### config.mk
export PLATFORM = sky130hd
export DESIGN_NAME = key_loader
export DESIGN_NICKNAME = d
export VERILOG_FILES = /design/src/rtl/rc4_pkg.sv /design/src/rtl/key_buf.sv /design/src/rtl/key_loader.sv
export SDC_FILE = /design/constraint.sdc
export NUM_CORES = 1
export LEC_CHECK = 0
export CAP_MARGIN = 20
export CORE_ASPECT_RATIO = 0.5
export CORE_MARGIN = 3
export CORE_UTILIZATION = 55
export CTS_BUF_LIST = sky130_fd_sc_hd__clkbuf_4 sky130_fd_sc_hd__clkbuf_8
export DETAILED_ROUTE_END_ITERATION = 12
export GPL_TIMING_DRIVEN = 0
export MAX_ROUTING_LAYER = met4
export PLACE_DENSITY = 0.77
export SLEW_MARGIN = 10
export SYNTH_ARGS = -nofsm -noshare
export SYNTH_HDL_FRONTEND = slang
export SYNTH_SLANG_ARGS = --single-unit
### constraint.sdc
create_clock -name clk -period 6.95 [get_ports clk]
set_input_delay 2.085 -clock clk [delete_from_list [all_inputs] [get_ports clk]]
set_output_delay 2.085 -clock clk [all_outputs]
set_load 0.02 [all_outputs]
### src/rtl/rc4_pkg.sv
// -----------------------------------------------------------------------------
// rc4_pkg
// Shared definitions for the RC4 key path: the key_loader feeder, key_gene and
// the keystream consumer all import this package.
//   RC4_N        : size of the RC4 permutation (bytes streamed per key load)
//   KEY_MAX_DEF  : default maximum key length in bytes
//   KLEN_W_DEF   : default width of key length / write pointer (clog2(KEY_MAX+1))
//   state_e      : key_loader FSM states
// -----------------------------------------------------------------------------
package rc4_pkg;

    localparam int RC4_N       = 256;
    localparam int KEY_MAX_DEF = 16;
    localparam int KLEN_W_DEF  = 5;

    typedef enum logic [1:0] {
        IDLE   = 2'd0,
        STREAM = 2'd1,
        DONE   = 2'd2
    } state_e;

endpackage

### src/rtl/key_buf.sv
// -----------------------------------------------------------------------------
// key_buf
// KEY_MAX x 8 key register file with an append-style write pointer.
//   clk       : system clock
//   rst       : asynchronous active-high reset (clears the write pointer only)
//   wr_en_i   : append wr_data_i at the write pointer (dropped when full)
//   wr_data_i : byte to append
//   clr_i     : clear the write pointer (has priority over a write)
//   rd_idx_i  : read index
//   rd_data_o : combinational read of entry rd_idx_i
//   wp_o      : current write pointer = number of bytes held
//   full_o    : buffer holds KEY_MAX bytes
// -----------------------------------------------------------------------------
module key_buf #(
    parameter int KEY_MAX = 16,
    parameter int KLEN_W  = 5
) (
    input  logic              clk,
    input  logic              rst,
    input  logic              wr_en_i,
    input  logic [7:0]        wr_data_i,
    input  logic              clr_i,
    input  logic [KLEN_W-1:0] rd_idx_i,
    output logic [7:0]        rd_data_o,
    output logic [KLEN_W-1:0] wp_o,
    output logic              full_o
);

    logic [7:0]        mem_q [KEY_MAX];
    logic [KLEN_W-1:0] wp_q;
    logic [KLEN_W-1:0] wp_d;
    logic              wr_ok;

    assign full_o = (wp_q == KLEN_W'(KEY_MAX));
    assign wr_ok  = wr_en_i && !full_o && !clr_i;
    assign wp_o   = wp_q;

    always_comb begin
        wp_d = wp_q;
        if (clr_i) begin
            wp_d = '0;
        end else if (wr_ok) begin
            wp_d = wp_q + KLEN_W'(1);
        end
    end

    always_ff @(posedge clk or posedge rst) begin
        if (rst) begin
            wp_q <= '0;
        end else begin
            wp_q <= wp_d;
        end
    end

    // Contents are not reset: they are meaningless until rewritten.
    always_ff @(posedge clk) begin
        if (wr_ok) begin
            mem_q[wp_q] <= wr_data_i;
        end
    end

    // Indices beyond KEY_MAX-1 cannot occur in normal use; guard them anyway.
    always_comb begin
        rd_data_o = 8'h00;
        if (int'(rd_idx_i) < KEY_MAX) begin
            rd_data_o = mem_q[rd_idx_i];
        end
    end

endmodule

### src/rtl/key_loader.sv
// -----------------------------------------------------------------------------
// key_loader
// Host-side feeder for the RC4 KSA generator. Collects a 1..KEY_MAX byte key,
// then streams 256 bytes key[i mod len] over a valid/ready handshake.
//   clk, rst     : clock / asynchronous active-high reset
//   key_wr_en    : append key_wr_data to the key buffer (IDLE only)
//   key_wr_data  : key byte
//   key_len      : key length, sampled on start
//   start        : begin streaming (IDLE only)
//   abort        : cancel streaming; also clears the key buffer pointer
//   key_init     : byte presented downstream (registered)
//   key_rvalid   : key_init valid
//   key_rready   : downstream accepts key_init
//   busy         : streaming in progress
//   done         : one-cycle pulse after the 256th transfer
//   err          : one-cycle pulse on a rejected start or overflow write
// -----------------------------------------------------------------------------
module key_loader
    import rc4_pkg::*;
#(
    parameter int KEY_MAX = KEY_MAX_DEF,
    parameter int KLEN_W  = KLEN_W_DEF
) (
    input  logic              clk,
    input  logic              rst,
    input  logic              key_wr_en,
    input  logic [7:0]        key_wr_data,
    input  logic [KLEN_W-1:0] key_len,
    input  logic              start,
    input  logic              abort,
    output logic [7:0]        key_init,
    output logic              key_rvalid,
    input  logic              key_rready,
    output logic              busy,
    output logic              done,
    output logic              err
);

    state_e            state_q, state_d;
    logic [KLEN_W-1:0] len_q, len_d;
    logic [KLEN_W-1:0] idx_q, idx_d;
    logic [7:0]        cnt_q, cnt_d;
    logic [7:0]        key_init_q, key_init_d;
    logic              rvalid_q, rvalid_d;
    logic              busy_q, busy_d;
    logic              done_q, done_d;
    logic              err_q, err_d;

    logic              buf_wr;
    logic              buf_clr;
    logic [KLEN_W-1:0] buf_rd_idx;
    logic [7:0]        buf_rd_data;
    logic [KLEN_W-1:0] buf_wp;
    logic              buf_full;
    logic [KLEN_W-1:0] idx_next;
    logic              start_bad;

    key_buf #(
        .KEY_MAX (KEY_MAX),
        .KLEN_W  (KLEN_W)
    ) u_key_buf (
        .clk       (clk),
        .rst       (rst),
        .wr_en_i   (buf_wr),
        .wr_data_i (key_wr_data),
        .clr_i     (buf_clr),
        .rd_idx_i  (buf_rd_idx),
        .rd_data_o (buf_rd_data),
        .wp_o      (buf_wp),
        .full_o    (buf_full)
    );

    // Start is checked against the pointer before any same-cycle write lands.
    assign start_bad = (key_len == '0) || (int'(key_len) > KEY_MAX) || (key_len > buf_wp);
    assign idx_next  = (idx_q == len_q - KLEN_W'(1)) ? '0 : idx_q + KLEN_W'(1);

    always_comb begin
        state_d    = state_q;
        len_d      = len_q;
        idx_d      = idx_q;
        cnt_d      = cnt_q;
        key_init_d = key_init_q;
        rvalid_d   = rvalid_q;
        busy_d     = busy_q;
        done_d     = 1'b0;
        err_d      = 1'b0;
        buf_wr     = 1'b0;
        buf_clr    = 1'b0;
        buf_rd_idx = '0;

        case (state_q)
            IDLE: begin
                buf_wr  = key_wr_en;
                buf_clr = abort;
                if (key_wr_en && buf_full) begin
                    err_d = 1'b1;
                end
                if (start) begin
                    if (start_bad) begin
                        err_d = 1'b1;
                    end else begin
                        len_d      = key_len;
                        idx_d      = '0;
                        cnt_d      = '0;
                        buf_rd_idx = '0;
                        key_init_d = buf_rd_data;
                        rvalid_d   = 1'b1;
                        busy_d     = 1'b1;
                        state_d    = STREAM;
                    end
                end
            end

            STREAM: begin
                if (abort) begin
                    rvalid_d = 1'b0;
                    busy_d   = 1'b0;
                    buf_clr  = 1'b1;
                    state_d  = IDLE;
                end else if (rvalid_q && key_rready) begin
                    if (cnt_q == 8'(RC4_N - 1)) begin
                        rvalid_d = 1'b0;
                        busy_d   = 1'b0;
                        done_d   = 1'b1;
                        state_d  = DONE;
                    end else begin
                        // Prefetch the next byte so transfers run every cycle.
                        idx_d      = idx_next;
                        buf_rd_idx = idx_next;
                        key_init_d = buf_rd_data;
                        cnt_d      = cnt_q + 8'd1;
                    end
                end
            end

            DONE: begin
                // Force a fresh key load before the next start.
                buf_clr = 1'b1;
                state_d = IDLE;
            end

            default: begin
                state_d = IDLE;
            end
        endcase
    end

    always_ff @(posedge clk or posedge rst) begin
        if (rst) begin
            state_q    <= IDLE;
            len_q      <= '0;
            idx_q      <= '0;
            cnt_q      <= '0;
            key_init_q <= '0;
            rvalid_q   <= 1'b0;
            busy_q     <= 1'b0;
            done_q     <= 1'b0;
            err_q      <= 1'b0;
        end else begin
            state_q    <= state_d;
            len_q      <= len_d;
            idx_q      <= idx_d;
            cnt_q      <= cnt_d;
            key_init_q <= key_init_d;
            rvalid_q   <= rvalid_d;
            busy_q     <= busy_d;
            done_q     <= done_d;
            err_q      <= err_d;
        end
    end

    assign key_init   = key_init_q;
    assign key_rvalid = rvalid_q;
    assign busy       = busy_q;
    assign done       = done_q;
    assign err        = err_q;

endmodule

; ---- Yosys cells after proc, flatten, opt, wreduce, memory -nomap -nowiden
; Memories as Yosys holds them, arrays and structs flattened.
; Cells that the tools add are included.
[word_totals]
regBits = 36
ramBits = 128
output_inout_bits = 12
mem_count = 1
in_bits = 19
wordCells = 97
[op_classes]
n_reduce_logical = 16
muxes = 51
n_eq_ne = 12
add_sub_neg = 4
bitwise_logic = 1
order_cmp = 3
[mem_list]
columns = name, depth, width, rd, rd_ports_with_merged_regs, write_ports, line_no
row1 = u_key_buf.mem_q, 16, 8, 1, 0, 1, key_buf.sv:29  ; logic [7:0] mem_q [KEY_MAX];
[op_table]
columns = op, n
row1 = two-way mux 8 bit, 11
row2 = two-way mux 5 bit, 12
row3 = case mux 8 bit (2 select lines), 2
row4 = two-way mux 1 bit, 17
row5 = adder 5 x 1 -> 5 bit (second input constant), 2
row6 = two-way mux 2 bit, 5
row7 = inequality test 2 bit (second input constant), 5
row8 = case mux 5 bit (2 select lines), 1
row9 = adder 8 x 1 -> 8 bit (second input constant), 1
row10 = equality test 8 bit (second input constant), 1
row11 = inequality test 3 bit (second input constant), 2
row12 = AND reduction 6 bit, 1
row13 = equality test 5 bit, 1
row14 = equality test 5 bit (second input constant), 1
row15 = > comparator 5 bit, 1
row16 = > comparator 5 bit (second input constant), 1
row17 = zero test 5 bit, 1
row18 = < comparator 5 bit (second input constant), 1
row19 = AND reduction 5 bit, 1
row20 = subtractor 5 x 1 -> 5 bit (second input constant), 1
row21 = logical AND 1 bit, 4
row22 = case mux 2 bit (2 select lines), 1
row23 = AND reduction 4 bit, 1
row24 = nonzero test 2 bit, 2
row25 = other kinds (9), 11

; ---- Logic depth before layout (Yosys ltp)
; Gate-level depths: netlist (run 1).
[logic_depth]
ltp_word = 13
mapped_depth = 14
ltp_nobuf = 10

; ---- Modules after synthesis
; Synthesis (run 1) repeated with hierarchy kept, for this count alone.
[hier_totals]
hier_cells = 479
hier_area_um2 = 7254.5
[by_module_without_submodules]
columns = mod, cells_per_inst, n_inst, seq_area_each_um2, area_each_um2
row1 = key_buf, 312, 1, 3968.8, 5460.2
row2 = key_loader, 167, 1, 775.7, 1794.2

; ---- Least setup slack after synthesis (run 1)
; Ideal clock, no wire load.
[synth_path]
path_kind = input to register
from = input port key_len[3]
to = register key_init_q[2] (netlist: key_init[2])
setup_ns = 0.124
path_buffers = 2
required_time_ns = 6.826
stages = 11
t_arrival_ns = 3.912
setup_slack_ns = 2.915
cell_sequence = ha_1 a21o_1 a21oi_1 a32o_1 a21bo_1 buf_6 nand2_4 buf_8 a221oi_1 nor4b_1 a211o_1
[synth_between]
elab_chain_len = 5
word_cells_on_any_way = 7
cone_classes = order compare: 2 / eq/ne: 1 / reduce/logical: 4
[synth_lines]
columns = item, line_no
row1 = start: declaration, key_loader.sv:28  ; input logic [KLEN_W-1:0] key_len,
row2 = > comparator 5 bit or zero test 5 bit (tied branches), key_loader.sv:74  ; assign start_bad = (key_len == '0) || (int'(key_len) > KEY_MAX) || (key_len > buf_wp);
row3 = logical OR 1 bit, key_loader.sv:74
row4 = logical OR 1 bit (*), key_loader.sv:74
row5 = inequality test 2 bit (no line) (*), --
row6 = AND reduction 6 bit (no line) (*), --
row7 = end signal: assignment, key_loader.sv:164  ; key_init_q <= key_init_d;
row8 = end: declaration, key_loader.sv:43  ; logic [7:0] key_init_q, key_init_d;
; Mark *: on every way between the ends. The rest lies on a longest branch, timed or not.
; A chain may end at the register's enable or synchronous reset.

; ---- Worst setup path after layout (run 1)
[layout_path]
from = input port key_len[4]
to = register key_init_q[2] (netlist: key_init[2])
; Same word-level chain as after synthesis.

==> results of run 1 <==
area by class of cell:
| cell class | count | area [sq um] |
|---|---|---|
| inverters | 11 | 41.3 |
| plain buffers | 30 | 171 |
| fillers | 845 | 4140 |
| clock inverters | 15 | 158 |
| well taps | 165 | 206 |
| multi-input cells | 324 | 2190 |
| clock buffers | 17 | 234 |
| repair buffers | 34 | 347 |
| flip-flops and latches | 164 | 4740 |
kinds of logic (layout without fill, tap and decap cells):
family | count (synthesis) | after routing
adder cells (fa/ha/maj) | 12 | 12
AND/OR/NAND/NOR | 169 | 169
AO/OA/AOI/OAI | 113 | 113
buffers and inverters | 41 | 107
flip-flops | 164 | 164
multiplexers | 10 | 10
XOR/XNOR | 20 | 20
per-stage QoR:
stage / utilization (%) / instance area [sq um] / worst slack, ns / hold WS, ns
final: 66.1 / 8090 / 2.32 / 0.514
after global routing: 66.1 / 8090 / 2.21 / 0.551
after CTS: 66.1 / 8090 / 2.33 / 0.512
after detailed placement: 62.9 / 7700 / 1.87 / 0.490
after global placement: 62.4 / 7630 / 1.75 / 0.483
after floorplan: - / 7120 / 2.91 / 0.497
cells in the final DEF (no fill, tap or decap), types with 3 or more instances in the layout:
master	count
a221o_1	15
buf_2	11
a31oi_1	11
nand2_1	42
inv_8	6
xnor2_1	10
a221oi_1	12
inv_6	4
edfxtp_1	128
nand2b_1	4
o211ai_2	4
a31o_1	6
clkbuf_8	17
nor3_2	5
nand4_1	12
and3_1	4
clkdlybuf4s50_1	30
mux2_2	3
dfrtp_1	36
nand3_1	41
nor3_1	7
clkbuf_1	12
o21ai_0	33
a211o_1	5
buf_4	3
ha_1	12
inv_1	10
a21o_1	3
buf_6	5
xor2_1	10
mux2i_1	7
nor2_1	32
sequential cells by signal, indices dropped and copies added, names as in the netlist:
name	count
u_key_buf.wp_o	5
u_key_buf.mem_q	128
busy	1
cnt_q	8
done	1
key_init	8
err	1
len_q	5
state_q	2
idx_q	5
path summary, 6_finish.rpt:
check / end / slack [ns] / cells past startpoint
setup / recovery: key_init[2] / 2.32 / 11
hold reg to reg: key_init[7] / 0.51 / 2
setup reg to reg: key_init[2] / 3.47 / 12
min in group asynchronous: key_init[7] / 1.91 / 2
max in group asynchronous: idx_q[0] / 4.57 / 3
hold / removal: key_init[7] / 0.51 / 2
critical path: stages:
cell and delay, ns:
clkdlybuf4s50_1 0.49, ha_1 0.33, and3_1 0.17, o21ai_0 0.09
a32o_1 0.28, a21boi_1 0.31, buf_2 0.30, o21ai_0 0.12
a31oi_1 0.31, nor4b_1 0.39, a211o_1 0.16
metal layers:
metal / vias to the layer above / wire, microns / track usage, %
li1: 2135 / - / -
met1: 2397 / 7580 / 35.9
met2: 266 / 7810 / 37.8
met3: 35 / 1550 / 6.01
met4: 0 / 376 / 9.43
met5: - / 0 / -
report_power, final:
| part | leakage [nW] | switching [W] | internal [W] | total [W] |
|---|---|---|---|---|
| sequential | 1.63 | 0.0000354 | 0.00110 | 0.00114 |
| clock | 0.201 | 0.000396 | 0.000300 | 0.000696 |
| combinational | 1.07 | 0.000196 | 0.000133 | 0.000328 |
==> impl_metrics.toml, run 1 <==
[synth]
synth_most_common_cell = "edfxtp_1"
synth-xor-area-share_pct = 2.46
ys.flop_type = "edfxtp_1"
synth_commonest_cells = "edfxtp_1, nand2_1, nand3_1"
synth_fa_ha_area_share_pct = 2.11
yosys_register_bits = 164
yosysWarnings = 0
synth_nets = 560
syn_avg_cell_area_sq_um = 13.5
synthSimpleGateAreaFrac_pct = 12.0
synth_top_cell_area_share_pct = 54.0
synth_area_leaders = "edfxtp_1, dfrtp_1, nand3_1, o21ai_0, nand2_1"
synth_top_family_by_area = "compound AO/OA/AOI/OAI gates"
synth_area_leader_cell = "edfxtp_1"
synth_edf_count = 128
yosys.cell_types.count = 64
syn_area_sq_mm = 0.00712
synth-compound-area-share_pct = 12.3
synthMuxAreaShare_pct = 1.46
async_reset_ff_share_pct = 22.0
seq_area_frac_synth_pct = 66.6
syn_inst = 529

[clock_network]
insertion_delay_ns = 0.47
clockBufferDepth = 2
cts.repair.resized = 0
post-cts-setup-buffers = 0
holdBufCountCts = 0
cts_num_sinks = 164
root_buffer = "clkbuf_8"
tritoncts = "yes"
path_clk_slew_ns = 0.10
numCtsBuffers = 17
htreeDepth = 4

[timing]
relSlewSlack_pct = 24.5
finalSetupViolCount = 0
fin_setup_tns_ns = 0
finClkSkew_ns = 0.0150
finalCritPeriodShare_pct = 66.6
fmax_mhz = 216
final-hold-violation-count = 0
slew_viol_final = 0
grt_setup_unrepaired = "false"
fin_crit_ns = 4.63
tightest_slew_ns = 1.13

[grt]
grt_pass1_vias = 4707
grt_use_total_pct = 25.8
grt_max_degree = 25
antenna_found_initial = 0
grt-ovfl-total = 0
grt_first_pass_wirelength_mm = 26.9

[floorplan]
die_w_microns = 167
num_rows = 28
core_sq_mm = 0.0122
ios = 31
die_y_microns = 86.5
initial_utilization_pct = 58.3
die_area_sq_mm = 0.0144

[critical_path]
crit_type = "input pin to flop"
crit_required_ns = 7.35
reg2reg_from = "u_key_buf.wp_o[2]"
critical_path_arrival_ns = 5.03
critPathLaunch = "key_len[4]"
endpoint_kind = "flop"
crit_path_max_fanout = 10
start_kind = "input pin"

[power]
total_power_w = 0.00216
leakage_nw = 2.90
power_density_mw_per_mm2 = 267
max-vdd-ir-drop_uv = 157

[place]
place_inst = 728
placement.io_buffers = 30
globalplace.congestion = 0.856
hpwl_mm = 11.7

[cells_and_area]
drive_gt1_share_pct = 13.1
syn_to_final_growth_pct = 13.5
diodes = 0
nets = 613
fin_cells = 760

[route]
routed_wl_mm = 17.3
drcViolationCount = 0
wl_per_cell_microns = 22.8
drt_iter0_markers = 648
ant_nets = 0
vias_per_cell = 6.36
dr.pass1.iters = 6
route.vias.total = 4833

[run]
drv_cap = 0

[min_path]
worstHoldStart = "key_init[7]"
hold_path_class = "flop to flop"

[run_status]
status = "finished, final reports clean"
Power figures use the tool's default switching activity.
==> inputs of run 2 (changes only) <==
==> constraint.sdc (replaced) <==
create_clock -name clk -period 4.65 [get_ports clk]
set_input_delay 1.395 -clock clk [delete_from_list [all_inputs] [get_ports clk]]
set_output_delay 1.395 -clock clk [all_outputs]
set_load 0.02 [all_outputs]
==> results of run 2 <==
Same layout as run 1 (identical final DEF). Status: finished, final reports clean.
Among the figures that moved: setup slack after placement 1.87 ns -> 0.258 ns; setup slack after layout 2.32 ns -> 0.712 ns; register-to-register setup slack 3.47 ns -> 1.17 ns; total power 0.00216 W -> 0.00323 W; worst IR drop on VDD 157 uV -> 234 uV
==> inputs of run 3 (changes only) <==
==> constraint.sdc (replaced) <==
create_clock -name clk -period 4.1 [get_ports clk]
set_input_delay 1.23 -clock clk [delete_from_list [all_inputs] [get_ports clk]]
set_output_delay 1.23 -clock clk [all_outputs]
set_load 0.02 [all_outputs]
==> results of run 3 <==
Same layout as run 1 (identical final DEF). Status: finished, final reports clean.
Among the figures that moved: setup slack after placement 1.87 ns -> -0.127 ns; setup slack after layout 2.32 ns -> 0.327 ns; register-to-register setup slack 3.47 ns -> 0.62 ns; total power 0.00216 W -> 0.00366 W; worst IR drop on VDD 157 uV -> 265 uV
==> variant 1: new RTL, config.mk and constraints of run 2 <==
`key_init_q` no longer has a reset.
--- a/src/rtl/key_loader.sv
+++ b/src/rtl/key_loader.sv
@@ -151,7 +151,6 @@
             len_q      <= '0;
             idx_q      <= '0;
             cnt_q      <= '0;
-            key_init_q <= '0;
             rvalid_q   <= 1'b0;
             busy_q     <= 1'b0;
             done_q     <= 1'b0;
@@ -161,12 +160,15 @@
             len_q      <= len_d;
             idx_q      <= idx_d;
             cnt_q      <= cnt_d;
-            key_init_q <= key_init_d;
             rvalid_q   <= rvalid_d;
             busy_q     <= busy_d;
             done_q     <= done_d;
             err_q      <= err_d;
         end
+    end
+
+    always_ff @(posedge clk) begin
+        key_init_q <= key_init_d;
     end
 
     assign key_init   = key_init_q;
Function: differs if rst is asserted again (counterexample within 4 cycles, from zero or initial values and one cycle with rst high); with rst held inactive, the same outputs for 4 cycles.
==> variant 1 against run 2 <==
Worst setup slack got worse by 0.14 ns; critical path depth stayed put; sequential cell count unchanged; power decreased by 5.2%; global-route usage is 1.7 points lower; design area rose by 1.9%; wire length down 6.7%; synthesized area is 0.63% higher; largest cell class unchanged; largest power group unchanged; highest routed layer unchanged.
==> variant 1: results (changes against run 2) <==
Parameter                              Value

Global route
  Maximum number of pins on one net before global-route repair ... 29 (+16%)
  Routing usage on met1 ... 0.332 (-0.0273)
  Global routing usage summed across all routing layers ... 0.241 (-0.0167)
  Met2 Use GR ... 0.348 (-0.0294)
  Global-route wire length before repair ... 25400 um (-5.5%)
  Met3 GRT Util ... 0.0647 (+0.00456)

Placed design
  Placed cells ... 730 (+0.27%)
  Placed inst area ... 0.00782 mm2 (+1.6%)
  Detailed placement HPWL ... 10800 um (-7.5%)
  Number of input and output port buffers inserted ... 29 (-3.3%)
  Final weighted congestion in routability-driven placement ... 0.903 (+5.5%)

Logic synthesis
  Number of enable flip-flop cells after synthesis ... 136 (+6.3%)
  Sequential-to-total area share from yosys stat ... 0.667 (+0.00140)
  Most frequent cells after synthesis ... sky130_fd_sc_hd__edfxtp_1 (136), sky130_fd_sc_hd__nand2_1 (46), sky130_fd_sc_hd__nor2_1 (31), sky130_fd_sc_hd__dfrtp_1 (28), sky130_fd_sc_hd__o21ai_0 (28)
  Number of nets in the synthesized netlist ... 555 (-0.89%)
  FFs w/ async S/R, synth ... 0.171 (-0.0488)
  Mean instance size in the synthesized netlist ... 13.7 um2 (+1.6%)
  Compound-gate portion of the synthesized area ... 0.127 (+0.00324)
  XOR/XNOR Fraction of Synth Area ... 0.0218 (-0.00277)
  Main area contributors after synthesis ... sky130_fd_sc_hd__edfxtp_1 (57%), sky130_fd_sc_hd__dfrtp_1 (9.8%), sky130_fd_sc_hd__nand2_1 (2.4%)
  Mux contribution to synthesized area ... 0.0272 (+0.0127)

Drt
  Met1 layer wirelength in the final routing ... 6980 um (-7.9%)
  Wire length on met3 ... 1600 um (+2.8%)
  Routed vias/inst ... 6.25 (-1.8%)
  Starting DRT DRC Count ... 628 (-3.1%)
  Met2 routed WL ... 7230 um (-7.5%)
  1st-pass router iterations ... 8 (+2)

Worst setup path
  Reg-to-reg setup timing slack ... 1.30 ns (+0.13 ns)
  Critical Path AT ... 4.28 ns (-0.06 ns)
  Critical Path Max Stage Delay ... 0.47 ns (-0.02 ns)

Outcome
  Status ... finished clean

Power
  Switching share of power ... 0.284 (-0.00580)
  Max VDD drop ... 0.183 mV (-22%)
  Comb pwr share ... 0.126 (-0.026)
  Clock group share of total power ... 0.330 (+0.008)
  Internal Dissipation ... 2.19 mW (-4.4%)

Finish
  Layout cells sized above 1 ... 0.159 (+0.0278)
  Total Nets Final ... 616 (+0.49%)
  FILL cells ... 866 (+2.5%)
  Final non-filler cell area ... 0.00824 mm2 (+1.9%)

Timing
  Hold slack ... 0.561 ns (+0.0468 ns)
  Slew at the pin with the worst max-slew slack ... 0.931 ns (-0.197 ns)
  Achievable clock frequency ... 245 MHz (-3.5%)
-- variant 1: cell types whose count changed in the layout (fill, tap and decap cells not counted), sizes merged, moves of 8 or more --
cell,change
nand3,-32
a221oi,-9
dfrtp,-8
a21oi,+15
nor4,+15
a31oi,-11
mux2i,+8
o22a,+15
o32ai,+13
edfxtp,+8
o22ai,+9
buf,+11
-- variant 1: cell type report --
type                            instances  share of cell area
Buffer                                 30              0.0225
Clock buffer                           17              0.0284
Clock inverter                         15              0.0193
Inverter                               18             0.00820
Multi-Input combinational cell        312               0.268
Sequential cell                       164               0.580
Tap cell                              165              0.0250
Timing Repair Buffer                   42              0.0486
-- variant 1: worst paths after layout --
path,start,to,depth (start not counted)
min reg2reg,cnt_q[0],cnt_q[0],1
max in group asynchronous,rst,len_q[4],3
max,key_len[3],key_init[5],11
min in group asynchronous,rst,err,2
min,cnt_q[0],cnt_q[0],1
max reg2reg,u_key_buf.wp_o[3],key_init[5],11
==> variant 2: new RTL, flow settings as in run 2 <==
Without the edit above. Set the package constant `KEY_MAX_DEF` to 8 (it was 16).
--- a/src/rtl/rc4_pkg.sv
+++ b/src/rtl/rc4_pkg.sv
@@ -10,7 +10,7 @@
 package rc4_pkg;
 
     localparam int RC4_N       = 256;
-    localparam int KEY_MAX_DEF = 16;
+    localparam int KEY_MAX_DEF = 8;
     localparam int KLEN_W_DEF  = 5;
 
     typedef enum logic [1:0] {
Formal check against the unedited RTL: not equivalent (a bounded check fails within 10 cycles, from zero or initial values and one cycle with rst high).
==> variant 2 against run 2 <==
Power decreased by 38%; sequential cell count is 64 lower; synthesized area fell by 37%; design area decreased by 36%; worst setup slack improved by 0.046 ns; count of clock-buffer cells in the layout down 6; non-clock buffer count shrank 18; wire length is 43% lower; largest cell class unchanged.
==> variant 2: results (changes against run 2) <==
Parameter                              Value

Outcome
  Status ... finished clean

Worst setup path
  Capturing instance or port of the critical path ... key_init[4]
  CP startpoint ... key_len[0]
  Reg2reg end ... key_init[6]
  Critical R2R Launch ... len_q[0]

Min path
  Count of cells along the worst hold path ... 1 (-1)
  End point of the most critical hold path ... key_init[0]

Global route
  Maximum number of pins on one net before global-route repair ... 37 (+48%)
  Met3 GRT Util ... 0.0727 (+0.0125)
  Global-route wire length before repair ... 15400 um (-43%)
  Via count of the first global-routing pass ... 2999 (-36%)
  Met2 Use GR ... 0.338 (-0.0403)
  Routing usage on met1 ... 0.285 (-0.0739)

Timing
  Worst slew margin relative to its limit ... 0.309 (+0.0643)
  Period minus WS final ... 3.89 ns (-0.0462 ns)
  Hold slack ... 0.517 ns (+0.00271 ns)

Drt
  Post-detailed-route wirelength per cell ... 19.6 um (-14%)
  WL final ... 9880 um (-43%)
  Met2 routed WL ... 4620 um (-41%)
  Met1 layer wirelength in the final routing ... 4400 um (-42%)
  Wire length on met3 ... 702 um (-55%)
  Routed vias/inst ... 6.03 (-5.2%)

Power
  Max VDD drop ... 0.181 mV (-23%)
  Power density over the cells ... 388 mW/mm2 (-2.8%)
  Total power consumption of the routed design ... 2.01 mW (-38%)
  Pleak ... 2.09 nW (-28%)
  Sequential power share ... 0.525 (about the same)
  Net load switching power ... 0.556 mW (-41%)
  Logic power comb ... 0.397 mW (-19%)

Logic synthesis
  Main area contributors after synthesis ... sky130_fd_sc_hd__edfxtp_1 (43%), sky130_fd_sc_hd__dfrtp_1 (20%), sky130_fd_sc_hd__mux2i_1 (5.5%)
  Mean instance size in the synthesized netlist ... 13.0 um2 (-3.5%)
  Most frequent cells after synthesis ... sky130_fd_sc_hd__edfxtp_1 (64), sky130_fd_sc_hd__dfrtp_1 (36), sky130_fd_sc_hd__mux2i_1 (25), sky130_fd_sc_hd__nand2_1 (23), sky130_fd_sc_hd__nor2_1 (22)
  Number of enable flip-flop cells after synthesis ... 64 (-50%)
  Number of nets in the synthesized netlist ... 377 (-33%)
  Sequential-to-total area share from yosys stat ... 0.624 (-0.0417)

Placed design
  Final weighted congestion in routability-driven placement ... 0.935 (+9.3%)
  Placed cells ... 489 (-33%)
  Detailed placement HPWL ... 6630 um (-43%)
  Setup slack at placement ... 0.376 ns (+0.118 ns)
  Placed inst area ... 0.00498 mm2 (-35%)

Finish
  Final-layout non-clock buffer area share ... 0.0745 (+0.0104)
  Sequential share of cell area ... 0.545 (-0.0412)
  Multi-input logic cell count ... 222 (-31%)
  Layout clock buffer count ... 11 (-6)
  FILL cells ... 597 (-29%)
  Multi-input gate area in the final layout ... 0.00158 mm2 (-28%)
  Non-clk invs ... 13 (+2)
  Layout cells sized above 1 ... 0.0856 (-0.0455)
  Number of flip-flops under the largest register name ... 64 (-50%)
  Total Nets Final ... 421 (-31%)

CTS
  Clock buffers created by TritonCTS ... 9 (-8)
  Clock latency reported for the late side of the worst-skew pair ... 0.37 ns (-0.10 ns)
  H-tree lvl count ... 3 (-1)
[variant 2: cell types whose count changed after synthesis, moves of 8 or more]
cell,run 2,this run
sky130_fd_sc_hd__a21oi_1,2,14
sky130_fd_sc_hd__a221oi_1,12,0
sky130_fd_sc_hd__a31oi_1,11,1
sky130_fd_sc_hd__buf_2,11,3
sky130_fd_sc_hd__edfxtp_1,128,64
sky130_fd_sc_hd__mux2i_1,7,25
sky130_fd_sc_hd__nand2_1,42,23
sky130_fd_sc_hd__nand3_1,41,10
sky130_fd_sc_hd__nor2_1,32,22
sky130_fd_sc_hd__o21ai_0,33,14
sky130_fd_sc_hd__o2bb2ai_1,0,8
[variant 2: cells by family after synthesis]
family                   count (synthesis)  synth area share
buffers and inverters                   26            0.0252
multiplexers                            28            0.0628
adder cells (fa/ha/maj)                 10            0.0277
AO/OA/AOI/OAI                           68             0.115
AND/OR/NAND/NOR                        102             0.118
flip-flops                             100             0.624
XOR/XNOR                                14            0.0271
